File: src/rtl/inst_dispatch.sv
// inst_dispatch: fetches instructions, decodes them and sequences the load and convolution engines
module inst_dispatch #(
  parameter int LD_ADDR_W = 12,
  parameter int LD_LEN_W = 16,
  parameter logic [3:0] OP_LF = 4'h1,
  parameter logic [3:0] OP_LI = 4'h2,
  parameter logic [3:0] OP_LS = 4'h3,
  parameter logic [3:0] OP_DC = 4'h4
) (
  input  logic                 clk,
  input  logic                 rst,
  input  logic                 run,
  output logic                 fifo_r_en,
  input  logic                 fifo_r_accept,
  input  logic [31:0]          fifo_inst,
  output logic                 ld_start,
  output logic                 ld_sel,
  output logic [LD_ADDR_W-1:0] ld_addr,
  output logic [LD_LEN_W-1:0]  ld_len,
  input  logic                 ld_done,
  output logic                 conv_start,
  output logic [3:0]           conv_stride,
  output logic [LD_LEN_W-1:0]  conv_out_addr,
  input  logic                 conv_done,
  output logic                 busy,
  output logic [15:0]          inst_count,
  output logic                 err
);
  typedef enum logic [2:0] {IDLE, FETCH, DECODE, ISSUE_LD, WAIT_LD, ISSUE_CONV, WAIT_CONV} state_t;
  state_t state, state_nx;
  logic [31:0] inst;
  logic [3:0] op;
  logic is_ld, is_dc, is_ls_ok, retire;
  assign op = inst[31:28];
  assign is_ld = op == OP_LF || op == OP_LI;
  assign is_dc = op == OP_DC;
  assign is_ls_ok = op == OP_LS && inst[3:0] != 4'h0;
  assign fifo_r_en = state == FETCH;
  assign ld_start = state == ISSUE_LD;
  assign conv_start = state == ISSUE_CONV;
  assign busy = state != IDLE;
  // next state; done inputs only matter in their own wait state
  always_comb begin
    state_nx = state;
    retire = 1'b0;
    case (state)
      IDLE: state_nx = run ? FETCH : IDLE;
      FETCH: state_nx = fifo_r_accept ? DECODE : run ? FETCH : IDLE;
      DECODE: begin
        retire = !is_ld && !is_dc;
        state_nx = is_ld ? ISSUE_LD : is_dc ? ISSUE_CONV : run ? FETCH : IDLE;
      end
      ISSUE_LD: state_nx = WAIT_LD;
      WAIT_LD: begin
        retire = ld_done;
        state_nx = ld_done ? (run ? FETCH : IDLE) : WAIT_LD;
      end
      ISSUE_CONV: state_nx = WAIT_CONV;
      WAIT_CONV: begin
        retire = conv_done;
        state_nx = conv_done ? (run ? FETCH : IDLE) : WAIT_CONV;
      end
      default: state_nx = IDLE;
    endcase
  end
  // state register
  always_ff @(posedge clk or posedge rst)
    if (rst) state <= IDLE;
    else state <= state_nx;
  // instruction register, cleared on reset so a half-run instruction is discarded
  always_ff @(posedge clk or posedge rst)
    if (rst) inst <= '0;
    else if (state == FETCH && fifo_r_accept) inst <= fifo_inst;
  // load command fields, held until the next load decode
  always_ff @(posedge clk or posedge rst)
    if (rst) begin
      ld_sel <= 1'b0;
      ld_addr <= '0;
      ld_len <= '0;
    end else if (state == DECODE && is_ld) begin
      ld_sel <= op == OP_LI;
      ld_addr <= inst[16 +: LD_ADDR_W];
      ld_len <= inst[LD_LEN_W-1:0];
    end
  // convolution configuration and sticky error for bad stride or unknown opcode
  always_ff @(posedge clk or posedge rst)
    if (rst) begin
      conv_stride <= 4'd1;
      conv_out_addr <= '0;
      err <= 1'b0;
    end else if (state == DECODE) begin
      if (is_dc) conv_out_addr <= inst[LD_LEN_W-1:0];
      if (is_ls_ok) conv_stride <= inst[3:0];
      if (!is_ld && !is_dc && !is_ls_ok) err <= 1'b1;
    end
  // retired-instruction counter, wraps naturally
  always_ff @(posedge clk or posedge rst)
    if (rst) inst_count <= '0;
    else if (retire) inst_count <= inst_count + 16'd1;
endmodule

File: config.mk
export PLATFORM = sky130hd
export DESIGN_NAME = inst_dispatch
export DESIGN_NICKNAME = d
export VERILOG_FILES = /design/src/rtl/inst_dispatch.sv
export SDC_FILE = /design/constraint.sdc
export NUM_CORES = 1
export LEC_CHECK = 0
export BUFFER_PORTS_ARGS = -buffer_cell sky130_fd_sc_hd__buf_2
export CORE_MARGIN = 10
export CORE_UTILIZATION = 45
export DETAILED_ROUTE_END_ITERATION = 7
export GPL_TIMING_DRIVEN = 0
export PLACE_DENSITY_LB_ADDON = 0.08
export SETUP_SLACK_MARGIN = 0.15
export SYNTH_ARGS = -nofsm -noshare
export SYNTH_HDL_FRONTEND = slang
export SYNTH_SLANG_ARGS = --single-unit
File: constraint.sdc
create_clock -name clk -period 3 [get_ports clk]
set_input_delay 0.3 -clock clk [delete_from_list [all_inputs] [get_ports clk]]
set_output_delay 0.3 -clock clk [all_outputs]
set_load 0.02 [all_outputs]
==> flow_metrics.env, run 1 <==
export IMPL_status="finished, final reports clean"
export IMPL_synthFlopType="dfrtp_1"
export IMPL_wire_per_inst_microns=17.4
export IMPL_die_area_sq_um=13600
export IMPL_min_path_type="input port to async pin"
export IMPL_rsz0062_at_grt="false"
export IMPL_yosysWarningCount=0
export IMPL_n_fill_cell=799
export IMPL_core_area_sq_um=9150
export IMPL_clkLatencyLatePin_ns=0.37
export IMPL_synth_cells=294
export IMPL_timing_slew_headroom_pct=47.2
export IMPL_routed_wl_microns=9200
export IMPL_synth_xor_area_share_pct=3.35
export IMPL_start_util_pct=45.7
export IMPL_dieHeight_microns=116
export IMPL_clock_path_buffers=2
export IMPL_hold_slack_ns=0.0538
export IMPL_worstPathRequired_ns=3.26
export IMPL_final_common_cell="buf_2"
export IMPL_place_congestion=0.778
export IMPL_cts_root_buffer="clkbuf_8"
export IMPL_synth_edf_count=0
export IMPL_dr_first_iter_drc_count=99
export IMPL_max_freq_ghz=0.503
export IMPL_synthSimpleGateAreaFrac_pct=5.92
export IMPL_critPathKind="flip-flop to flip-flop"
export IMPL_drv_cap=0
export IMPL_cp_max_fo=10
export IMPL_cts_buffers=9
export IMPL_synth_compound_area_share_pct=5.23
export IMPL_muxShareOfSynthArea_pct=22.0
export IMPL_fin_crit_sh_pct=66.2
export IMPL_cts_sinks=101
export IMPL_ys_async_sr_fraction_pct=100
export IMPL_crit_path_end_kind="flip-flop"
export IMPL_slew_violations=0
export IMPL_yosysTopAreaCellShare_pct=59.8
export IMPL_grt_pass1_vias=2888
export IMPL_layout_area_seq_sq_um=2530
export IMPL_finalHoldViolCount=0
export IMPL_postCtsHoldBufs=0
export IMPL_ys_seq_area_share_pct=60.4
export IMPL_vias_per_cell=5.07
export IMPL_postCtsResizedCells=0
export IMPL_ys_types=41
export IMPL_rows=35
export IMPL_synth_top_family_by_area="multiplexers"
export IMPL_antenna_found_initial=0
export IMPL_fin_skew_ns=0.0166
export IMPL_diodes=0
export IMPL_synth_area_top_cells="dfrtp_1 60%, mux2_2 22%, xnor2_1 3.1%, o2111ai_1 1.9%, nor2_1 0.99%"
export IMPL_avgSynthCellArea_sq_um=14.2
export IMPL_grt_max_degree=37
export IMPL_tns_ns=0
export IMPL_cp_arrival_ns=2.25
export IMPL_multi_input_area_sq_um=1540
export IMPL_dpl_hpwl_microns=6760
export IMPL_vias=2686
export IMPL_htree_levels=3
export IMPL_max_vdd_ir_drop_v=0.000445
export IMPL_syn_num_nets=333
export IMPL_globalRoute_totalOverflow=0
export IMPL_layout_common_cells="115 x buf_2, 100 x dfrtp_1, 80 x mux2_2"
export IMPL_drive_above_1_share_pct=53.2
export IMPL_cp_start_kind="flip-flop"
export IMPL_first_pass_iters=4
export IMPL_synth_adder_area_share_pct=0.299
export IMPL_synth_seq_cells=101
export IMPL_dieWidth_microns=116
export IMPL_worstMarginPinSlew_ns=0.790
export IMPL_tritoncts="built"
export IMPL_final_nets=453
export IMPL_yosys_area_top_type="dfrtp_1"
export IMPL_remaining_drc_errors=0
export IMPL_area_delta_synth_final_pct=21.8
export IMPL_finalCriticalPeriod_ns=1.99
export IMPL_p_leak_nw=2.52
export IMPL_clk_pin_slew_worst_paths_ns=0.11
export IMPL_cts_setup_buffers=0
export IMPL_portBuffers=107
export IMPL_finalSetupViolCount=0
export IMPL_io_pins=108
export IMPL_grt_usage_pct=14.2
export IMPL_final_antenna_net_count=0
export IMPL_power_density_nw_per_um2=983
export IMPL_syn_area_sq_um=4190
export IMPL_grt_pass1_wl_microns=15000
==> cell type report <==
| type | count | area share [%] |
|---|---|---|
| plain buffers | 16 | 1.82 |
| clock buffers | 10 | 2.50 |
| clock inverters | 6 | 1.28 |
| inverters | 6 | 0.516 |
| multi-input cells | 171 | 30.2 |
| flip-flops and latches | 101 | 49.6 |
| well taps | 111 | 2.73 |
| repair buffers | 109 | 11.3 |
==> logic make-up (layout without fill, tap and decap cells) <==
| kind of cell | count (synthesis) | in the layout |
|---|---|---|
| AO/OA/AOI/OAI | 30 | 30 |
| XOR/XNOR | 16 | 16 |
| adder cells (fa/ha/maj) | 1 | 1 |
| buffers and inverters | 22 | 147 |
| flip-flops | 101 | 101 |
| multiplexers | 82 | 82 |
| AND/OR/NAND/NOR | 42 | 42 |
==> path summary, 6_finish.rpt <==
check | startpoint | to | slack, ns | depth (start not counted)
setup / recovery | inst[28]$_DFFE_PP0P_ | ld_len[0]$_DFFE_PP0P_ | 1.01 | 6
hold / removal | rst | ld_addr[9]$_DFFE_PP0P_ | 0.05 | 2
setup reg to reg | inst[28]$_DFFE_PP0P_ | ld_len[0]$_DFFE_PP0P_ | 1.01 | 6
hold reg to reg | inst_count[15]$_DFFE_PP0P_ | inst_count[15]$_DFFE_PP0P_ | 0.48 | 1
max in group asynchronous | rst | conv_stride[0]$_DFFE_PP1P_ | 2.01 | 4
min in group clk | fifo_inst[23] | inst[23]$_DFFE_PP0P_ | 0.15 | 2
==> critical path: stages (launching register included) <==
cell and delay (ns):
dfrtp_1 0.37, buf_4 0.16, xor2_1 0.21, nand4_1 0.14, buf_2 0.26, buf_2 0.35
mux2_2 0.38
==> Yosys cell counts, types with 2 or more instances <==
| library cell | number |
|---|---|
| nand4_1 | 3 |
| and3_1 | 4 |
| buf_6 | 2 |
| nand3_1 | 3 |
| clkbuf_1 | 4 |
| o21ai_0 | 8 |
| nand2b_1 | 2 |
| o211ai_1 | 2 |
| a31oi_1 | 2 |
| nand2_1 | 5 |
| o2111ai_1 | 9 |
| a21oi_1 | 3 |
| o21bai_1 | 2 |
| mux2_2 | 80 |
| buf_2 | 8 |
| nor2_1 | 11 |
| xnor2_1 | 15 |
| inv_1 | 5 |
| nor3_1 | 4 |
| buf_4 | 2 |
| dfrtp_1 | 100 |
==> metal layers <==
metal / up-vias / GRT usage (%) / part of all wire [%]
met5: - / 0 / 0
met4: 0 / 4.00 / 0.76
met3: 9 / 6.32 / 8.5
met2: 67 / 22.5 / 48
met1: 1314 / 17.2 / 43
li1: 1296 / - / -
==> through the flow <==
step                std cells  worst slack, ns  instance area [sq um]  util (%)  power (mW)
finish                    530             1.01                   5100      55.7        5.01
floorplan                 294            0.946                   4190         -        3.59
global placement          512            0.825                   4860      53.1        4.17
CTS                       530            0.978                   5100      55.7        5.10
global route              530            0.826                   5100      55.7        5.38
detailed placement        514             1.00                   4900      53.6        4.25
==> report_power, final <==
part           internal, mW  total [mW]  switching (mW)
Sequential             1.91        2.23           0.324
Clock                 0.328       0.842           0.513
Combinational         0.877        1.93            1.06
==> registers in the layout, summed over array words and instances (netlist names) <==
register       count
ld_len            16
ld_sel             1
conv_stride        4
inst              32
state              3
conv_out_addr     16
err                1
inst_count        16
ld_addr           12
Note: power is estimated with default switching activity, not from simulation.
==> run 2: changes to the inputs <==
clock period = 1.9 ns   (was 3 ns; I/O delays follow)
==> flow_metrics.env, run 2 (synthesis gave the netlist of run 1 again) <==
export IMPL_first_pass_iters=4
export IMPL_critical_path_buf_inv_count=3
export IMPL_cts_sinks=101
export IMPL_htree_levels=3
export IMPL_antenna_found_initial=0
export IMPL_remaining_drc_errors=0
export IMPL_min_path_type="input port to flip-flop"
export IMPL_timing_slew_headroom_pct=62.3
export IMPL_cp_arrival_ns=2.06
export IMPL_clkLatencyLatePin_ns=0.36
export IMPL_drive_above_1_share_pct=61.4
export IMPL_routed_wl_microns=9810
export IMPL_diodes=0
export IMPL_place_inst=514
export IMPL_power_total_mw=8.47
export IMPL_grt_pass1_wl_microns=15500
export IMPL_largest_register_ffs=32
export IMPL_fin_skew_ns=0.0146
export IMPL_place_congestion=0.789
export IMPL_dpl_hpwl_microns=6780
export IMPL_final_nets=474
export IMPL_drv_cap=0
export IMPL_final_antenna_net_count=0
export IMPL_layout_common_cells="108 x buf_2, 98 x dfrtp_1, 78 x mux2_2"
export IMPL_rows=35
export IMPL_clock_path_buffers=2
export IMPL_fin_crit_sh_pct=95.4
export IMPL_cts_buffers=9
export IMPL_tns_ns=0
export IMPL_wire_per_inst_microns=17.8
export IMPL_rsz0062_at_grt="true"
export IMPL_io_pins=108
export IMPL_max_vdd_ir_drop_v=0.000702
export IMPL_portBuffers=107
export IMPL_setup_ws_ns=0.0870
export IMPL_dpl_worst_slack_ns=-0.106
export IMPL_start_util_pct=45.7
export IMPL_crit_chain="buf_6, or3b_4, a211oi_4, buf_6, buf_6, o2111ai_2, xnor2_1"
export IMPL_globalRoute_totalOverflow=0
export IMPL_critPathSlowestCell="dfrtp_1"
export IMPL_cp_start_kind="flip-flop"
export IMPL_grt_pass1_vias=3103
export IMPL_area_delta_synth_final_pct=33.0
export IMPL_vias=2834
export IMPL_grt_usage_pct=14.6
export IMPL_placed_cell_area_sq_um=4920
export IMPL_clk_pin_slew_worst_paths_ns=0.10
export IMPL_core_area_sq_um=9150
export IMPL_critPathKind="flip-flop to flip-flop"
export IMPL_worstPathRequired_ns=2.15
export IMPL_die_area_sq_um=13600
export IMPL_crit_path_end_kind="flip-flop"
export IMPL_fin_cells=551
export IMPL_cts_root_buffer="clkbuf_8"
export IMPL_vias_per_cell=5.14
export IMPL_r2r_setup_slack_ns=0.09
export IMPL_tritoncts="built"
export IMPL_cp_max_fo=5
export IMPL_dieHeight_microns=116
export IMPL_grt_max_degree=43
export IMPL_max_freq_ghz=0.552
export IMPL_fin_area_sq_um=5570
export IMPL_final_common_cell="buf_2"
export IMPL_finalSetupViolCount=0
export IMPL_power_density_nw_per_um2=1520
export IMPL_dieWidth_microns=116
export IMPL_max_stage_delay_ns=0.40
export IMPL_crit_top_cell="buf_6"
export IMPL_status="finished, final reports clean"
export IMPL_finalHoldViolCount=0
export IMPL_dr_first_iter_drc_count=115
export IMPL_slew_violations=0
export IMPL_p_leak_nw=2.69
export IMPL_worstMarginPinSlew_ns=0.564
export IMPL_crit_family="buffers and inverters"
export IMPL_regMostFlops="inst"
export IMPL_finalCriticalPeriod_ns=1.81
run 2: cell count changes in the layout (fill, tap and decap cells not counted), moves of 5 or more:
cell / before / now
o2111ai_1: 9 / 0
buf_6: 2 / 7
buf_4: 2 / 19
nor2_1: 11 / 6
o2111ai_2: 0 / 5
buf_2: 115 / 108
run 2: through the flow:
stage          hold WS (ns)  utilization, %
2_1_floorplan         0.323               -
3_3_place_gp          0.414            53.3
3_5_place_dp          0.271            53.8
4_1_cts              0.0236            58.6
5_1_grt              0.0320            60.8
6_report             0.0410            60.8
run 2: worst paths after layout:
kind                                                 start                            to  cells after the start
worst max register to register          state[2]$_DFF_PP0_    inst_count[11]$_DFFE_PP0P_                      7
worst max-delay path                    state[2]$_DFF_PP0_    inst_count[11]$_DFFE_PP0P_                      7
max in group asynchronous                              rst    conv_stride[0]$_DFFE_PP1P_                      4
worst min-delay path                         fifo_inst[23]          inst[23]$_DFFE_PP0P_                      2
min in group asynchronous                              rst  conv_out_addr[3]$_DFFE_PP0P_                      3
worst min register to register  inst_count[15]$_DFFE_PP0P_    inst_count[15]$_DFFE_PP0P_                      1
run 2: what timing repair did:
item / in CTS / in global routing
hold buffers: 1 / 0
buffers inserted: 12 / 7
hold endpoints to repair: 20 / 0
gates cloned: 1 / 0
resized for setup: 40 / 28
pin swaps: 13 / 18
endpoints found under the setup margin: 70 / 69
run 2: layout make-up:
| type | count | area [sq um] |
|---|---|---|
| well taps | 111 | 139 |
| repair buffers | 130 | 766 |
| fillers | 754 | 3590 |
| clock buffers | 11 | 141 |
| multi-input cells | 171 | 1750 |
| inverters | 6 | 26.3 |
| plain buffers | 16 | 171 |
| clock inverters | 5 | 43.8 |
| flip-flops and latches | 101 | 2530 |
run 2: metal layers:
layer	global-route usage (%)	share of wire [%]	up-vias
met5	0	0	-
met4	5.75	1.2	0
met3	5.14	7.4	11
met2	23.8	51	72
met1	17.2	41	1413
li1	-	-	1338
run 2: where the power goes:
part / switching, mW / internal, mW / total (mW)
logic: 1.89 / 1.73 / 3.61
registers: 0.547 / 3.02 / 3.57
clock network: 0.762 / 0.532 / 1.29
==> run 3: changes to the inputs <==
clock period = 2.2 ns   (was 1.9 ns; I/O delays follow)
==> flow_metrics.env, run 3 (synthesis gave the netlist of run 1 again) <==
export IMPL_status="finished, final reports clean"
export IMPL_critical_path_buf_inv_count=2
export IMPL_max_freq_ghz=0.507
export IMPL_tritoncts="built"
export IMPL_regMostFlops="inst"
export IMPL_clock_path_buffers=2
export IMPL_met2WireLength_microns=4350
export IMPL_tns_ns=0
export IMPL_final_nets=454
export IMPL_hold_slack_ns=0.0827
export IMPL_top_layer_used="met4"
export IMPL_rows=35
export IMPL_finalCriticalPeriod_ns=1.97
export IMPL_crit_path_end_kind="flip-flop"
export IMPL_cts_buffers=9
export IMPL_io_pins=108
export IMPL_drv_cap=0
export IMPL_wire_per_inst_microns=17.2
export IMPL_worstMarginPinSlew_ns=0.632
export IMPL_dieHeight_microns=116
export IMPL_cp_start_kind="flip-flop"
export IMPL_dr_first_iter_drc_count=89
export IMPL_final_antenna_net_count=0
export IMPL_dieWidth_microns=116
export IMPL_worstPathRequired_ns=2.44
export IMPL_timing_slew_headroom_pct=57.8
export IMPL_cp_max_fo=10
export IMPL_max_stage_delay_ns=0.41
export IMPL_start_util_pct=45.7
export IMPL_critPathKind="flip-flop to flip-flop"
export IMPL_finalSetupViolCount=0
export IMPL_rr_worst_depth=5
export IMPL_final_common_cell="buf_2"
export IMPL_place_inst=514
export IMPL_critPathSlowestCell="nor4b_4"
export IMPL_fin_cells=530
export IMPL_area_delta_synth_final_pct=23.4
export IMPL_r2r_setup_slack_ns=0.23
export IMPL_wl_met3_microns=861
export IMPL_power_density_nw_per_um2=1370
export IMPL_max_vdd_ir_drop_v=0.000694
export IMPL_first_pass_iters=7
export IMPL_cts_setup_buffers=0
export IMPL_postLayoutCoreUtil_pct=56.4
export IMPL_min_from="fifo_inst[23]"
export IMPL_grt_pass1_wl_microns=15100
export IMPL_drive_above_1_share_pct=53.7
export IMPL_core_area_sq_um=9150
export IMPL_largest_register_ffs=32
export IMPL_hold_end="inst[23]$_DFFE_PP0P_"
export IMPL_crit_family="simple AND/OR/NAND/NOR gates"
export IMPL_p_leak_nw=2.55
export IMPL_layout_common_cells="113 x buf_2, 100 x dfrtp_1, 80 x mux2_2"
export IMPL_worstReg2RegEnd="conv_out_addr[0]$_DFFE_PP0P_"
export IMPL_portBuffers=107
export IMPL_crit_chain="buf_4, nor4b_4, nand3_2, buf_2, mux2_2"
export IMPL_dpl_hpwl_microns=6740
export IMPL_routed_wl_microns=9110
export IMPL_routedLengthMet1_microns=3820
export IMPL_rsz0062_at_grt="true"
export IMPL_regToRegStartpoint="inst[28]$_DFFE_PP0P_"
export IMPL_globalRoute_totalOverflow=0
export IMPL_grt_pass1_vias=2952
export IMPL_cp_arrival_ns=2.21
export IMPL_antenna_found_initial=0
export IMPL_diodes=0
export IMPL_fin_crit_sh_pct=89.6
export IMPL_vias_per_cell=5.15
export IMPL_min_path_cells=2
export IMPL_slew_violations=0
export IMPL_finalHoldViolCount=0
export IMPL_min_path_type="input port to flip-flop"
export IMPL_fin_skew_ns=0.0128
export IMPL_place_congestion=0.784
export IMPL_grt_max_degree=41
export IMPL_vias=2729
export IMPL_remaining_drc_errors=0
export IMPL_clk_pin_slew_worst_paths_ns=0.10
export IMPL_cts_sinks=101
export IMPL_power_total_mw=7.07
export IMPL_cts_root_buffer="clkbuf_8"
export IMPL_clkLatencyLatePin_ns=0.36
export IMPL_htree_levels=3
export IMPL_die_area_sq_um=13600
export IMPL_grt_usage_pct=14.3
-- run 3: metrics by stage --
stage / area (sq um) / worst slack [ns]
4_1_cts: 5150 / 0.170
6_report: 5170 / 0.229
2_1_floorplan: 4190 / 0.380
3_5_place_dp: 4910 / 0.190
5_1_grt: 5170 / 0.0798
3_3_place_gp: 4870 / 0.0974
-- run 3: how the worst max path moves through the flow --
stage / from / endpoint / slack [ns] / cells after the start
floorplan: state[1]$_DFF_PP0_ / inst[19]$_DFFE_PP0P_ / 0.38 / 5
global placement: rst / inst_count[7]$_DFFE_PP0P_ / 0.1 / 2
detailed placement: inst[28]$_DFFE_PP0P_ / ld_len[1]$_DFFE_PP0P_ / 0.19 / 6
CTS: inst[28]$_DFFE_PP0P_ / ld_len[3]$_DFFE_PP0P_ / 0.17 / 6
global route: inst[28]$_DFFE_PP0P_ / conv_out_addr[3]$_DFFE_PP0P_ / 0.08 / 5
finish: inst[28]$_DFFE_PP0P_ / conv_out_addr[0]$_DFFE_PP0P_ / 0.23 / 5
-- run 3: final cells by class --
| cell class | count | area, sq um |
|---|---|---|
| Fill cell | 798 | 3990 |
| Sequential cell | 101 | 2530 |
| Multi-Input combinational cell | 171 | 1550 |
| Timing Repair Buffer | 110 | 586 |
| Tap cell | 111 | 139 |
| Clock buffer | 10 | 128 |
| Clock inverter | 5 | 108 |
| Buffer | 16 | 97.6 |
| Inverter | 6 | 26.3 |
-- run 3: worst reg2reg max path, cell delays in order (launching register included) --
cell and delay (ns):
dfrtp_1 0.37, buf_4 0.16, nor4b_4 0.41, nand3_2 0.31
buf_2 0.32, mux2_2 0.30
-- run 3: power by group --
group	internal, mW	switching [mW]	leakage [nW]
registers	2.61	0.448	1.28
clock network	0.757	0.617	0.117
logic	1.20	1.44	1.15
total	4.56	2.50	2.55
-- run 3: timing repair --
action	CTS	global route
endpoints found under the hold margin	25	0
gates resized for setup	0	4
hold buffers	1	0
setup endpoints to repair	0	30
-- run 3: layer usage --
| metal | vias up | global-route usage [%] |
|---|---|---|
| li1 | 1296 | - |
| met1 | 1350 | 17.1 |
| met2 | 75 | 22.8 |
| met3 | 8 | 6.11 |
| met4 | 0 | 4.25 |
| met5 | - | 0 |
